**src/rtl/mem_arbiter_pkg.sv**
```systemverilog
// Shared widths, state encodings and response kinds for the two-requester memory arbiter.
package mem_arbiter_pkg;

  localparam int WORD_W  = 36;
  localparam int PADDR_W = 22;
  localparam int TMO_W   = 8;

  typedef enum logic [1:0] {
    ST_IDLE,
    ST_BUSY,
    ST_RESP
  } arb_state_t;

  typedef enum logic [1:0] {
    RESP_READ,
    RESP_WRITE,
    RESP_NXM
  } resp_kind_t;

endpackage

```
**src/rtl/mem_timeout.sv**
```systemverilog
// Counts cycles spent waiting on memory; expired fires on the cycle whose edge
// would bring the count up to TIMEOUT.
module mem_timeout
  import mem_arbiter_pkg::*;
#(
  parameter int TIMEOUT = 15
) (
  input  logic clk,
  input  logic reset,
  input  logic clear,
  input  logic enable,
  output logic expired
);

  localparam logic [TMO_W-1:0] LAST = TMO_W'(TIMEOUT - 1);

  logic [TMO_W-1:0] count;

  always_ff @(posedge clk or negedge reset) begin
    if (!reset) begin
      count <= '0;
    end else if (clear) begin
      count <= '0;
    end else if (enable) begin
      count <= count + TMO_W'(1);
    end
  end

  assign expired = enable && (count == LAST);

endmodule

```
**src/rtl/mem_arbiter.sv**
```systemverilog
// Round-robin arbiter granting one of two requesters a single outstanding memory
// transaction, with timeout-generated non-existent-memory responses.
module mem_arbiter
  import mem_arbiter_pkg::*;
#(
  parameter int TIMEOUT = 15
) (
  input  logic               clk,
  input  logic               reset,
  input  logic               req0_read,
  input  logic               req0_write,
  input  logic [PADDR_W-1:0] req0_addr,
  input  logic [WORD_W-1:0]  req0_wdata,
  output logic [WORD_W-1:0]  req0_rdata,
  output logic               req0_read_ack,
  output logic               req0_write_ack,
  output logic               req0_nxm,
  input  logic               req1_read,
  input  logic               req1_write,
  input  logic [PADDR_W-1:0] req1_addr,
  input  logic [WORD_W-1:0]  req1_wdata,
  output logic [WORD_W-1:0]  req1_rdata,
  output logic               req1_read_ack,
  output logic               req1_write_ack,
  output logic               req1_nxm,
  output logic [PADDR_W-1:0] mem_addr,
  output logic [WORD_W-1:0]  mem_write_data,
  output logic               mem_read,
  output logic               mem_write,
  input  logic [WORD_W-1:0]  mem_read_data,
  input  logic               read_ack,
  input  logic               write_ack,
  input  logic               nxm
);

  arb_state_t         state, next_state;
  resp_kind_t         resp_kind;
  logic               any0, any1;
  logic               grant_sel, sel_read;
  logic [PADDR_W-1:0] sel_addr;
  logic [WORD_W-1:0]  sel_wdata;
  logic               last_grant, cur_grant, cur_read;
  logic               good_ack, expired, issue, finish;
  logic               deliver0, deliver1;

  assign any0     = req0_read | req0_write;
  assign any1     = req1_read | req1_write;
  // An acknowledge of the wrong kind is not a completion; only the timeout can rescue it.
  assign good_ack = cur_read ? read_ack : write_ack;

  mem_timeout #(.TIMEOUT(TIMEOUT)) u_timeout (
    .clk    (clk),
    .reset  (reset),
    .clear  (state != ST_BUSY),
    .enable (state == ST_BUSY),
    .expired(expired)
  );

  always_ff @(posedge clk or negedge reset) begin
    if (!reset) state <= ST_IDLE;
    else        state <= next_state;
  end

  always_comb begin
    next_state = state;
    case (state)
      ST_IDLE: if (any0 || any1) next_state = ST_BUSY;
      ST_BUSY: if (nxm || good_ack || expired) next_state = ST_RESP;
      ST_RESP: next_state = ST_IDLE;
      default: next_state = ST_IDLE;
    endcase
  end

  always_comb begin
    issue     = (state == ST_IDLE) && (any0 || any1);
    finish    = (state == ST_BUSY) && (nxm || good_ack || expired);
    grant_sel = (any0 && any1) ? ~last_grant : any1;
    sel_read  = grant_sel ? req1_read  : req0_read;
    sel_addr  = grant_sel ? req1_addr  : req0_addr;
    sel_wdata = grant_sel ? req1_wdata : req0_wdata;
    resp_kind = RESP_NXM;
    if (!nxm && good_ack) resp_kind = cur_read ? RESP_READ : RESP_WRITE;
    deliver0  = finish && !cur_grant;
    deliver1  = finish &&  cur_grant;
  end

  // Requester-facing outputs are rebuilt every cycle, so anything not being
  // delivered this cycle falls back to zero.
  always_ff @(posedge clk or negedge reset) begin
    if (!reset) begin
      mem_read       <= 1'b0;
      mem_write      <= 1'b0;
      mem_addr       <= '0;
      mem_write_data <= '0;
      cur_grant      <= 1'b0;
      cur_read       <= 1'b0;
      last_grant     <= 1'b1;
      req0_read_ack  <= 1'b0;
      req0_write_ack <= 1'b0;
      req0_nxm       <= 1'b0;
      req0_rdata     <= '0;
      req1_read_ack  <= 1'b0;
      req1_write_ack <= 1'b0;
      req1_nxm       <= 1'b0;
      req1_rdata     <= '0;
    end else begin
      mem_read  <= issue &&  sel_read;
      mem_write <= issue && !sel_read;
      if (issue) begin
        mem_addr       <= sel_addr;
        mem_write_data <= sel_wdata;
        cur_grant      <= grant_sel;
        cur_read       <= sel_read;
        last_grant     <= grant_sel;
      end
      req0_read_ack  <= deliver0 && (resp_kind == RESP_READ);
      req0_write_ack <= deliver0 && (resp_kind == RESP_WRITE);
      req0_nxm       <= deliver0 && (resp_kind == RESP_NXM);
      req0_rdata     <= (deliver0 && (resp_kind == RESP_READ)) ? mem_read_data : '0;
      req1_read_ack  <= deliver1 && (resp_kind == RESP_READ);
      req1_write_ack <= deliver1 && (resp_kind == RESP_WRITE);
      req1_nxm       <= deliver1 && (resp_kind == RESP_NXM);
      req1_rdata     <= (deliver1 && (resp_kind == RESP_READ)) ? mem_read_data : '0;
    end
  end

endmodule

```
**config.mk**
```make
export PLATFORM = sky130hd
export DESIGN_NAME = mem_arbiter
export DESIGN_NICKNAME = d
export VERILOG_FILES = /design/src/rtl/mem_arbiter_pkg.sv /design/src/rtl/mem_timeout.sv /design/src/rtl/mem_arbiter.sv
export SDC_FILE = /design/constraint.sdc
export NUM_CORES = 1
export LEC_CHECK = 0
export BUFFER_PORTS_ARGS = -buffer_cell sky130_fd_sc_hd__buf_2
export CAP_MARGIN = 20
export CORE_MARGIN = 5
export CORE_UTILIZATION = 35
export CTS_CLUSTER_SIZE = 40
export DETAILED_ROUTE_END_ITERATION = 6
export SLEW_MARGIN = 10
export SYNTH_ARGS = -nofsm -noshare
export SYNTH_HDL_FRONTEND = slang
export SYNTH_SLANG_ARGS = --single-unit
```
**constraint.sdc**
```tcl
create_clock -name clk -period 2.3 [get_ports clk]
set_input_delay 0.115 -clock clk [delete_from_list [all_inputs] [get_ports clk]]
set_output_delay 0.115 -clock clk [all_outputs]
set_load 0.01 [all_outputs]
```
# Word-level counts from Yosys, hierarchy flattened
# Cells that the tools add are included.
[totals]
wordCells = 67
input_bits = 161
reg_bits = 151
output_inout_bits = 138
[classes]
n_reduce_logical = 25
eq_ne = 7
mux = 14
n_bitwise = 3
add_sub_neg = 1
[ops]
columns = ["cell", "count"]
rows = [
  ["two-way mux 36 bit", 3],
  ["two-way mux 22 bit", 1],
  ["two-way mux 8 bit", 2],
  ["logical AND 1 bit", 15],
  ["adder 8 x 1 -> 8 bit, second input constant", 1],
  ["== test 8 x 4 -> 1 bit, second input constant", 1],
  ["two-way mux 2 bit", 3],
  ["== test 2 x 1 -> 1 bit, second input constant", 2],
  ["zero test 2 bit", 2],
  ["two-way mux 1 bit", 4],
  ["inequality test 2 x 1 -> 1 bit, second input constant", 2],
  ["case mux 2 bit (2 select lines)", 1],
  ["zero test 1 bit", 3],
  ["logical OR 1 bit", 3],
  ["== test 2 bit, second input constant", 1],
  ["inequality test 2 bit, second input constant", 1],
  ["OR 1 bit", 2],
  ["AND reduction 2 bit", 1],
  ["nonzero test 2 bit", 1],
  ["inverter 1 bit", 1],
]

# Depth between registers and ports, before layout
# Gate-level depths: netlist (run 1).
[logic_depth]
depth_word = 7
mapped_depth = 7

# Hierarchy
# Synthesis (run 1) repeated with hierarchy kept, for this count alone.
[hier_totals]
cells_unflattened = 572
hier_area_um2 = 6259.8
[modules_own_cells]
columns = ["mod", "area_per_inst_um2", "instances", "seq_area_each_um2", "cells_per_inst"]
rows = [
  ["mem_arbiter", 5849.4, 1, 3579.7, 531],
  ["mem_timeout", 410.4, 1, 200.2, 41],
]

# Least setup slack after synthesis (run 1)
# No wires, ideal clock.
[synth_timing]
path_type = "reg-to-reg"
from = "register last_grant"
to = "register mem_addr[11]"
stages_incl_launch_ff = 6
t_required_ns = 2.218
synth_period_minus_slack_ns = 1.489
arrival_ns = 1.407
slack_ns = 0.811
path_cell_list = "dfstp_2 o21a_1 clkbuf_1 clkbuf_1 o21ai_0 a31oi_1"
[synth_via]
elab_chain_cells = 3
[synth_lines]
columns = ["item", "line_no", "text"]
rows = [
  ["start, declared", "mem_arbiter.sv:42", "logic last_grant, cur_grant, cur_read;"],
  ["start signal, assigned", "mem_arbiter.sv:114", "last_grant <= grant_sel;"],
  ["inverter 1 bit", "mem_arbiter.sv:77", "grant_sel = (any0 && any1) ? ~last_grant : any1;"],
  ["two-way mux 1 bit", "mem_arbiter.sv:77", ""],
  ["two-way mux 22 bit", "mem_arbiter.sv:79", "sel_addr = grant_sel ? req1_addr : req0_addr;"],
  ["end signal, assigned", "mem_arbiter.sv:110", "mem_addr <= sel_addr;"],
  ["end, declared", "mem_arbiter.sv:26", "output logic [PADDR_W-1:0] mem_addr,"],
]
# No other way between the ends.
# A chain may end at the register's enable or synchronous reset.

# Worst setup path in the final report (run 1)
[layout_timing]
from = "register state[1]"
to = "register mem_addr[17]"
[layout_via]
elab_chain_cells = 2
[layout_lines]
columns = ["item", "line_no", "text"]
rows = [
  ["start, declared", "mem_arbiter.sv:36", "arb_state_t state, next_state;"],
  ["start signal, assigned", "mem_arbiter.sv:61", "else state <= next_state;"],
  ["zero test 2 bit", "mem_arbiter.sv:75", "issue = (state == ST_IDLE) && (any0 || any1);"],
  ["logical AND 1 bit", "mem_arbiter.sv:75", ""],
]
# No other way between the ends.

==> results of run 1 <==
-- flip-flops by register name, summed over array words and instances (netlist names), 2 cells and up --
| signal | cells |
|---|---|
| mem_write_data | 36 |
| state | 2 |
| mem_addr | 22 |
| u_timeout.count | 8 |
| req1_rdata | 36 |
| req0_rdata | 36 |
-- worst paths after layout --
kind	from	slack (ns)	end	depth (start not counted)
max in group asynchronous	reset	1.36	req0_rdata[25]$_DFF_PN0_	3
min in group asynchronous	reset	0.24	req1_rdata[26]$_DFF_PN0_	2
setup / recovery	state[1]$_DFFE_PN0P_	0.15	mem_addr[17]$_DFFE_PN0P_	5
hold / removal	req1_wdata[25]	0.02	mem_write_data[25]$_DFFE_PN0P_	3
hold reg to reg	u_timeout.count[0]$_DFF_PN0_	0.51	u_timeout.count[0]$_DFF_PN0_	1
setup reg to reg	state[1]$_DFFE_PN0P_	0.15	mem_addr[17]$_DFFE_PN0P_	5
-- power by group --
| group | switching [W] | internal, W |
|---|---|---|
| Clock | 0.00120 | 0.00157 |
| Combinational | 0.00229 | 0.00235 |
| Sequential | 0.000420 | 0.00335 |
| Total | 0.00391 | 0.00727 |
-- per-stage QoR --
stage	util [%]	cells	area, um^2
floorplan	-	567	6221
global placement	46.05	1054	7993
detailed placement	46.05	1054	7993
CTS	58.25	1238	10110
global route	58.28	1240	10110
finish	58.28	1240	10110
-- worst max-delay path, cell delays in order (launching register included) --
cell	delay [ns]
dfrtp_1	0.41
nor2_4	0.15
buf_4	0.54
a21oi_1	0.15
a31oi_1	0.20
dlygate4sd3_1	0.58
-- routing by layer --
layer	vias up	wire (um)	GRT usage (%)
met4	0	533	7.532
li1	2893	-	-
met1	2898	8426	25.28
met2	302	10100	34.30
met5	-	0	0
met3	36	2046	5.691
-- area by class of cell --
cell class	count	area [um^2]
flip-flops and latches	151	3780
fillers	1484	7242
multi-input cells	363	2263
diodes	2	5.005
clock buffers	18	439.2
repair buffers	465	3182
inverters	2	7.507
well taps	225	281.5
clock inverters	14	156.4
-- timing repair --
item,4_1_cts,5_1_grt
hold buffers,152,0
endpoints found under the hold margin,185,0
buffers inserted,0,0
-- cell usage in the layout (no fill, tap or decap), drive strengths merged, types with 3 or more instances in the layout --
master and count:
o21a 3, nand2b 3, dlygate4sd3 152, and2 73
nor4 5, inv 9, o31ai 3, clkinv 4
a31oi 59, nor3 3, nand3b 58, clkbuf 18
nor2 8, dfrtp 150, nand2 5, a21oi 62
buf 313, nand3 3, o21ai 61
-- kinds of logic (layout without fill, tap and decap cells) --
kind of cell | Yosys count | count (layout) | synth area share, %
AOI/OAI and AO/OA | 190 | 190 | 16.87
xor gates and xnor gates | 3 | 3 | 0.4224
adders and majority gates | 2 | 2 | 0.4022
buffers and inverters | 53 | 499 | 3.580
DFF | 151 | 151 | 60.76
muxes | 3 | 3 | 0.5229
other | 0 | 2 | 0
and+or+nand+nor | 165 | 165 | 17.44
==> impl_metrics.env, run 1 <==
export IMPL_port_buffer_count=298
export IMPL_wire_per_inst_um=17.02
export IMPL_dp_final_hpwl_mm=13.59
export IMPL_vias=6129
export IMPL_whs_ns=0.02009
export IMPL_crit_path_end_kind="register"
export IMPL_setup_worst_path_class="reg -> reg"
export IMPL_yosysUniqueCellTypes=34
export IMPL_grt_pass1_vias=6455
export IMPL_core_area_um2=17360
export IMPL_ant_nets=0
export IMPL_yosysTopAreaCell="dfrtp_1"
export IMPL_clock_skew_ns=0.008278
export IMPL_drv_cap=0
export IMPL_htree_levels=4
export IMPL_outcome="finished clean"
export IMPL_hold_violations=0
export IMPL_synth_common_cells="150 x dfrtp_1, 72 x and2_1, 62 x a21oi_1"
export IMPL_drc=0
export IMPL_cts_buffers=17
export IMPL_netlist_area_um2=6221
export IMPL_cts_sinks=151
export IMPL_vias_per_cell=4.943
export IMPL_cts_clk_slew_worst_paths_ns=0.06
export IMPL_start_util_pct=35.84
export IMPL_setup_violations=0
export IMPL_fin_setup_tns_ns=0
export IMPL_clkLatencyLatePin_ns=0.41
export IMPL_die_area_um2=20540
export IMPL_critPathLaunchType="register"
export IMPL_synth_seq_area_share_pct=60.76
export IMPL_dp_slack_ns=0.4969
export IMPL_synth_area_leaders="dfrtp_1 60%, and2_1 7.2%, nand3b_1 7.0%"
export IMPL_powerDensity_nw_per_um2=1106
export IMPL_grt_pass1_wl_mm=33.00
export IMPL_slew_violations=0
export IMPL_synth_seq_cells=151
export IMPL_path_max_fanout=60
export IMPL_drt_iter0_markers=324
export IMPL_ys_flop_type="dfrtp_1"
export IMPL_gp_congestion=0.7644
export IMPL_drive_gt1_share_pct=35.24
export IMPL_routed_wirelength_mm=21.10
export IMPL_rows=48
export IMPL_yosysWarningCount=0
export IMPL_vdd_ir_drop_worst_mv=0.6448
export IMPL_grt_antenna_before_repair=2
export IMPL_fp_dieH_um=143.3
export IMPL_syn_inst=567
export IMPL_ios=299
export IMPL_min_period_over_period_pct=93.57
export IMPL_max_freq_ghz=0.4647
export IMPL_required_ns=2.64
export IMPL_post_cts_resized=0
export IMPL_worst_slew_pin_slew_ns=0.6812
export IMPL_syn_nets=730
export IMPL_post_route_min_period_ns=2.152
export IMPL_syn2layout_area_growth_pct=62.59
export IMPL_cts_max_path_buffers=2
export IMPL_cts_root_buf="clkbuf_16"
export IMPL_hold_path_class="in -> reg"
export IMPL_power_leakage_nw=4.903
export IMPL_arrival_ns=2.50
export IMPL_yosysTopAreaCellShare_pct=60.34
export IMPL_dieWidth_um=143.3
export IMPL_yosysMostFrequentCell="dfrtp_1"
export IMPL_syn_area_per_cell_um2=10.97
export IMPL_grt_overflow=0
export IMPL_grt_start_max_net_pins=62
export IMPL_async_flop_share_pct=100.0
export IMPL_dr_pass1_iters=4
export IMPL_synth_edf_count=0
export IMPL_fin_ws_ns=0.1479
export IMPL_cts_tree="done"
export IMPL_power_w=0.01118
export IMPL_timing_slew_headroom_pct=54.58
export IMPL_grt_use_total_pct=20.42
export IMPL_grt_setup_unrepaired="false"
export IMPL_nNetsFinal=1163
(Power assumes the default switching activity.)
==> run 2, diff against run 1 <==
--- a/config.mk
+++ b/config.mk
@@ -5,6 +5,7 @@
 export SDC_FILE = /design/constraint.sdc
 export NUM_CORES = 1
 export LEC_CHECK = 0
+export ABC_AREA = 1
 export BUFFER_PORTS_ARGS = -buffer_cell sky130_fd_sc_hd__buf_2
 export CAP_MARGIN = 20
 export CORE_MARGIN = 5
==> run 2 against run 1 <==
Effect of this change:
- synthesized area is 7.0% lower
- combinational power down 14%
- clock power shrank 2%
- cell area is 6.5% lower
- non-clock buffer count is 23 lower
- critical path type unchanged
- synthesized cell count up 7.2%
- fmax decreased by 0.45%
- flip-flop and latch count is the same
==> impl_metrics.env, run 2 <==
export IMPL_dieWidth_um=138.6
export IMPL_grt_setup_unrepaired="false"
export IMPL_final_cell_mix="297 x buf_2, 151 x nor2_1, 150 x dfrtp_1, 135 x dlygate4sd3_1, 110 x o21ai_0"
export IMPL_reg2reg_setup_slack_ns=0.14
export IMPL_dp_final_hpwl_mm=12.51
export IMPL_yosysMostFrequentCell="nor2_1"
export IMPL_cpMaxStageDelayCell="dlygate4sd3_1"
export IMPL_yosysTopAreaCell="dfrtp_1"
export IMPL_syn_inst=608
export IMPL_yosysUniqueCellTypes=22
export IMPL_netlist_area_um2=5787
export IMPL_min_to="mem_write_data[29]$_DFFE_PN0P_"
export IMPL_r2r_end="mem_write_data[27]$_DFFE_PN0P_"
export IMPL_start_util_pct=35.27
export IMPL_post_route_min_period_ns=2.162
export IMPL_outcome="finished clean"
export IMPL_dp_cells=1105
export IMPL_wire_per_inst_um=14.93
export IMPL_largestRegisters="mem_write_data x36, req0_rdata x36, req1_rdata x36"
export IMPL_synth_seq_area_share_pct=65.32
export IMPL_core_area_um2=16410
export IMPL_timing_slew_headroom_pct=55.32
export IMPL_arrival_ns=2.51
export IMPL_fp_dieH_um=138.6
export IMPL_drc=0
export IMPL_clock_skew_ns=0.008617
export IMPL_grt_use_total_pct=19.64
export IMPL_drive_gt1_share_pct=33.27
export IMPL_synth_common_cells="151 x nor2_1, 150 x dfrtp_1, 110 x o21ai_0"
export IMPL_syn_nets=771
export IMPL_met1_usage_pct=24.17
export IMPL_grt_pass1_wl_mm=30.66
export IMPL_routed_wirelength_mm=18.99
export IMPL_slew_violations=0
export IMPL_hold_depth=3
export IMPL_power_leakage_nw=5.164
export IMPL_max_stage_delay_ns=0.58
export IMPL_syn_area_per_cell_um2=9.518
export IMPL_multi_input_area_um2=1652
export IMPL_final_common_cell="buf_2"
export IMPL_grt_overflow=0
export IMPL_die_area_um2=19210
export IMPL_min_period_over_period_pct=93.99
export IMPL_ios=299
export IMPL_final_cells=1272
export IMPL_critPathLaunchType="register"
export IMPL_async_flop_share_pct=100.0
export IMPL_port_buffer_count=298
export IMPL_grt_antenna_before_repair=4
export IMPL_cts_tree="done"
export IMPL_setup_worst_path_class="reg -> reg"
export IMPL_grt_use_met2_pct=31.14
export IMPL_synth_area_leaders="dfrtp_1 65%, nor2_1 9.8%, o21ai_0 9.5%"
export IMPL_min_from="req1_wdata[29]"
export IMPL_vias_per_cell=4.549
export IMPL_drt_iter0_markers=185
export IMPL_hold_path_class="in -> reg"
export IMPL_cts_root_buf="clkbuf_16"
export IMPL_max_freq_ghz=0.4626
export IMPL_yosysTopAreaCellShare_pct=64.86
export IMPL_grt_pass1_vias=6065
export IMPL_cts_sinks=151
export IMPL_vias=5786
export IMPL_hold_violations=0
export IMPL_syn2layout_area_growth_pct=63.37
export IMPL_htree_levels=4
export IMPL_drv_cap=0
export IMPL_nNetsFinal=1202
export IMPL_rows=47
export IMPL_antenna_cells=0
export IMPL_path_common_cell="nor2_1"
export IMPL_nFillCells=1403
export IMPL_setup_violations=0
export IMPL_crit_path_end_kind="register"
export IMPL_ys_flop_type="dfrtp_1"
export IMPL_critical_path_cell_chain="inv_1 > nor2_1 > nor2_4 > inv_4 > buf_4 > nor2_1 > o21ai_0 > dlygate4sd3_1"
export IMPL_busiest_layer="met2"
export IMPL_cts_buffers=17
export IMPL_ff_latch_area_um2=3780
export IMPL_ff2ff_path_depth=8
export IMPL_fin_setup_tns_ns=0
export IMPL_clkLatencyLatePin_ns=0.41
export IMPL_worst_slew_pin_slew_ns=0.6702
export IMPL_ant_nets=0
export IMPL_reg2reg_from="last_grant$_DFFE_PN1P_"
export IMPL_cts_clk_slew_worst_paths_ns=0.06
export IMPL_gp_congestion=0.7850
export IMPL_synth_edf_count=0
export IMPL_cts_max_path_buffers=2
export IMPL_vdd_ir_drop_worst_mv=0.6754
export IMPL_dr_pass1_iters=4
export IMPL_path_max_fanout=20
export IMPL_yosysWarningCount=0
export IMPL_grt_start_max_net_pins=66
export IMPL_synth_seq_cells=151
export IMPL_powerDensity_nw_per_um2=1099
export IMPL_met3_usage_pct=8.000
export IMPL_required_ns=2.65
==> run 2: cell count changes in the layout (fill, tap and decap cells not counted), moves of 10 or more <==
cell and delta:
a31oi_1 -59, and2_1 -72, o21ai_1 +10, inv_1 +51
nand2_1 +73, nand3b_1 -58, a21oi_1 -57, o21ai_0 +50
dlygate4sd3_1 -17, nor2_1 +145
==> run 2: worst max path at each step <==
stage,start,to,slack [ns],cells after the start
after floorplan,u_timeout.count[0]$_DFF_PN0_,req0_rdata[26]$_DFF_PN0_,0.81,9
after global placement,u_timeout.count[0]$_DFF_PN0_,req1_rdata[0]$_DFF_PN0_,0.52,8
after detailed placement,u_timeout.count[0]$_DFF_PN0_,req1_rdata[7]$_DFF_PN0_,0.45,8
after CTS,last_grant$_DFFE_PN1P_,mem_write_data[1]$_DFFE_PN0P_,0.05,8
after global routing,last_grant$_DFFE_PN1P_,mem_write_data[1]$_DFFE_PN0P_,0.02,8
final,last_grant$_DFFE_PN1P_,mem_write_data[27]$_DFFE_PN0P_,0.14,8
==> run 2: per-layer routing <==
| layer | up-vias | wire length [um] |
|---|---|---|
| met3 | 45 | 1889 |
| met5 | - | 48 |
| met4 | 8 | 509 |
| li1 | 2771 | - |
| met2 | 273 | 8839 |
| met1 | 2689 | 7704 |
==> run 2: layout make-up <==
type                       count  share of cell area, %
clock buffer                  17                  4.500
timing repair buffer         442                  31.29
clock inverter                15                  1.681
multi-input combinational    373                  17.47
sequential                   151                  39.98
tap                          220                  2.912
inverter                      54                  2.170
==> run 2: cells by family (layout without fill, tap and decap cells) <==
kind of cell             after synthesis  count (layout)  synth area share, %
adder cells (fa/ha/maj)                2               2               0.4324
buffers and inverters                 84             528                6.270
AND/OR/NAND/NOR                      244             244                16.76
AO/OA/AOI/OAI                        127             127                11.22
flip-flops                           151             151                65.32
==> run 2: report_power, final <==
part / leakage, nW / internal (W) / total, W / switching [W]
Combinational: 2.90 / 0.00185 / 0.00400 / 0.00214
Clock: 0.277 / 0.00153 / 0.00271 / 0.00118
Sequential: 1.98 / 0.00333 / 0.00368 / 0.000357
Total: 5.16 / 0.00671 / 0.0104 / 0.00368
==> run 2: critical path, delay by kind of cell (launching register included) <==
family | cells | cell delay [ns]
AO/OA/AOI/OAI | 1 | 0.18
flip-flops | 1 | 0.51
AND/OR/NAND/NOR | 3 | 0.31
buffers and inverters | 4 | 1.08
==> run 2: metrics by stage <==
step                util [%]  hold WS (ns)  setup slack [ns]  area [um^2]  total power [W]
finish                 57.62       0.02004            0.1383         9454          0.01039
detailed placement     45.79        0.1119            0.4511         7512         0.006790
global placement       45.79        0.1078            0.5214         7512         0.006750
floorplan                  -       -0.1806            0.8120         5787         0.005409
global route           57.62       0.01804           0.01809         9454          0.01108
CTS                    57.58     0.0003589           0.04802         9448          0.01041
==> run 2: timing repair <==
action	CTS	global route
setup buffers	0	0
hold buffers	135	0
endpoints found under the hold margin	184	0
endpoints found under the setup margin	0	25
resized for setup	0	3
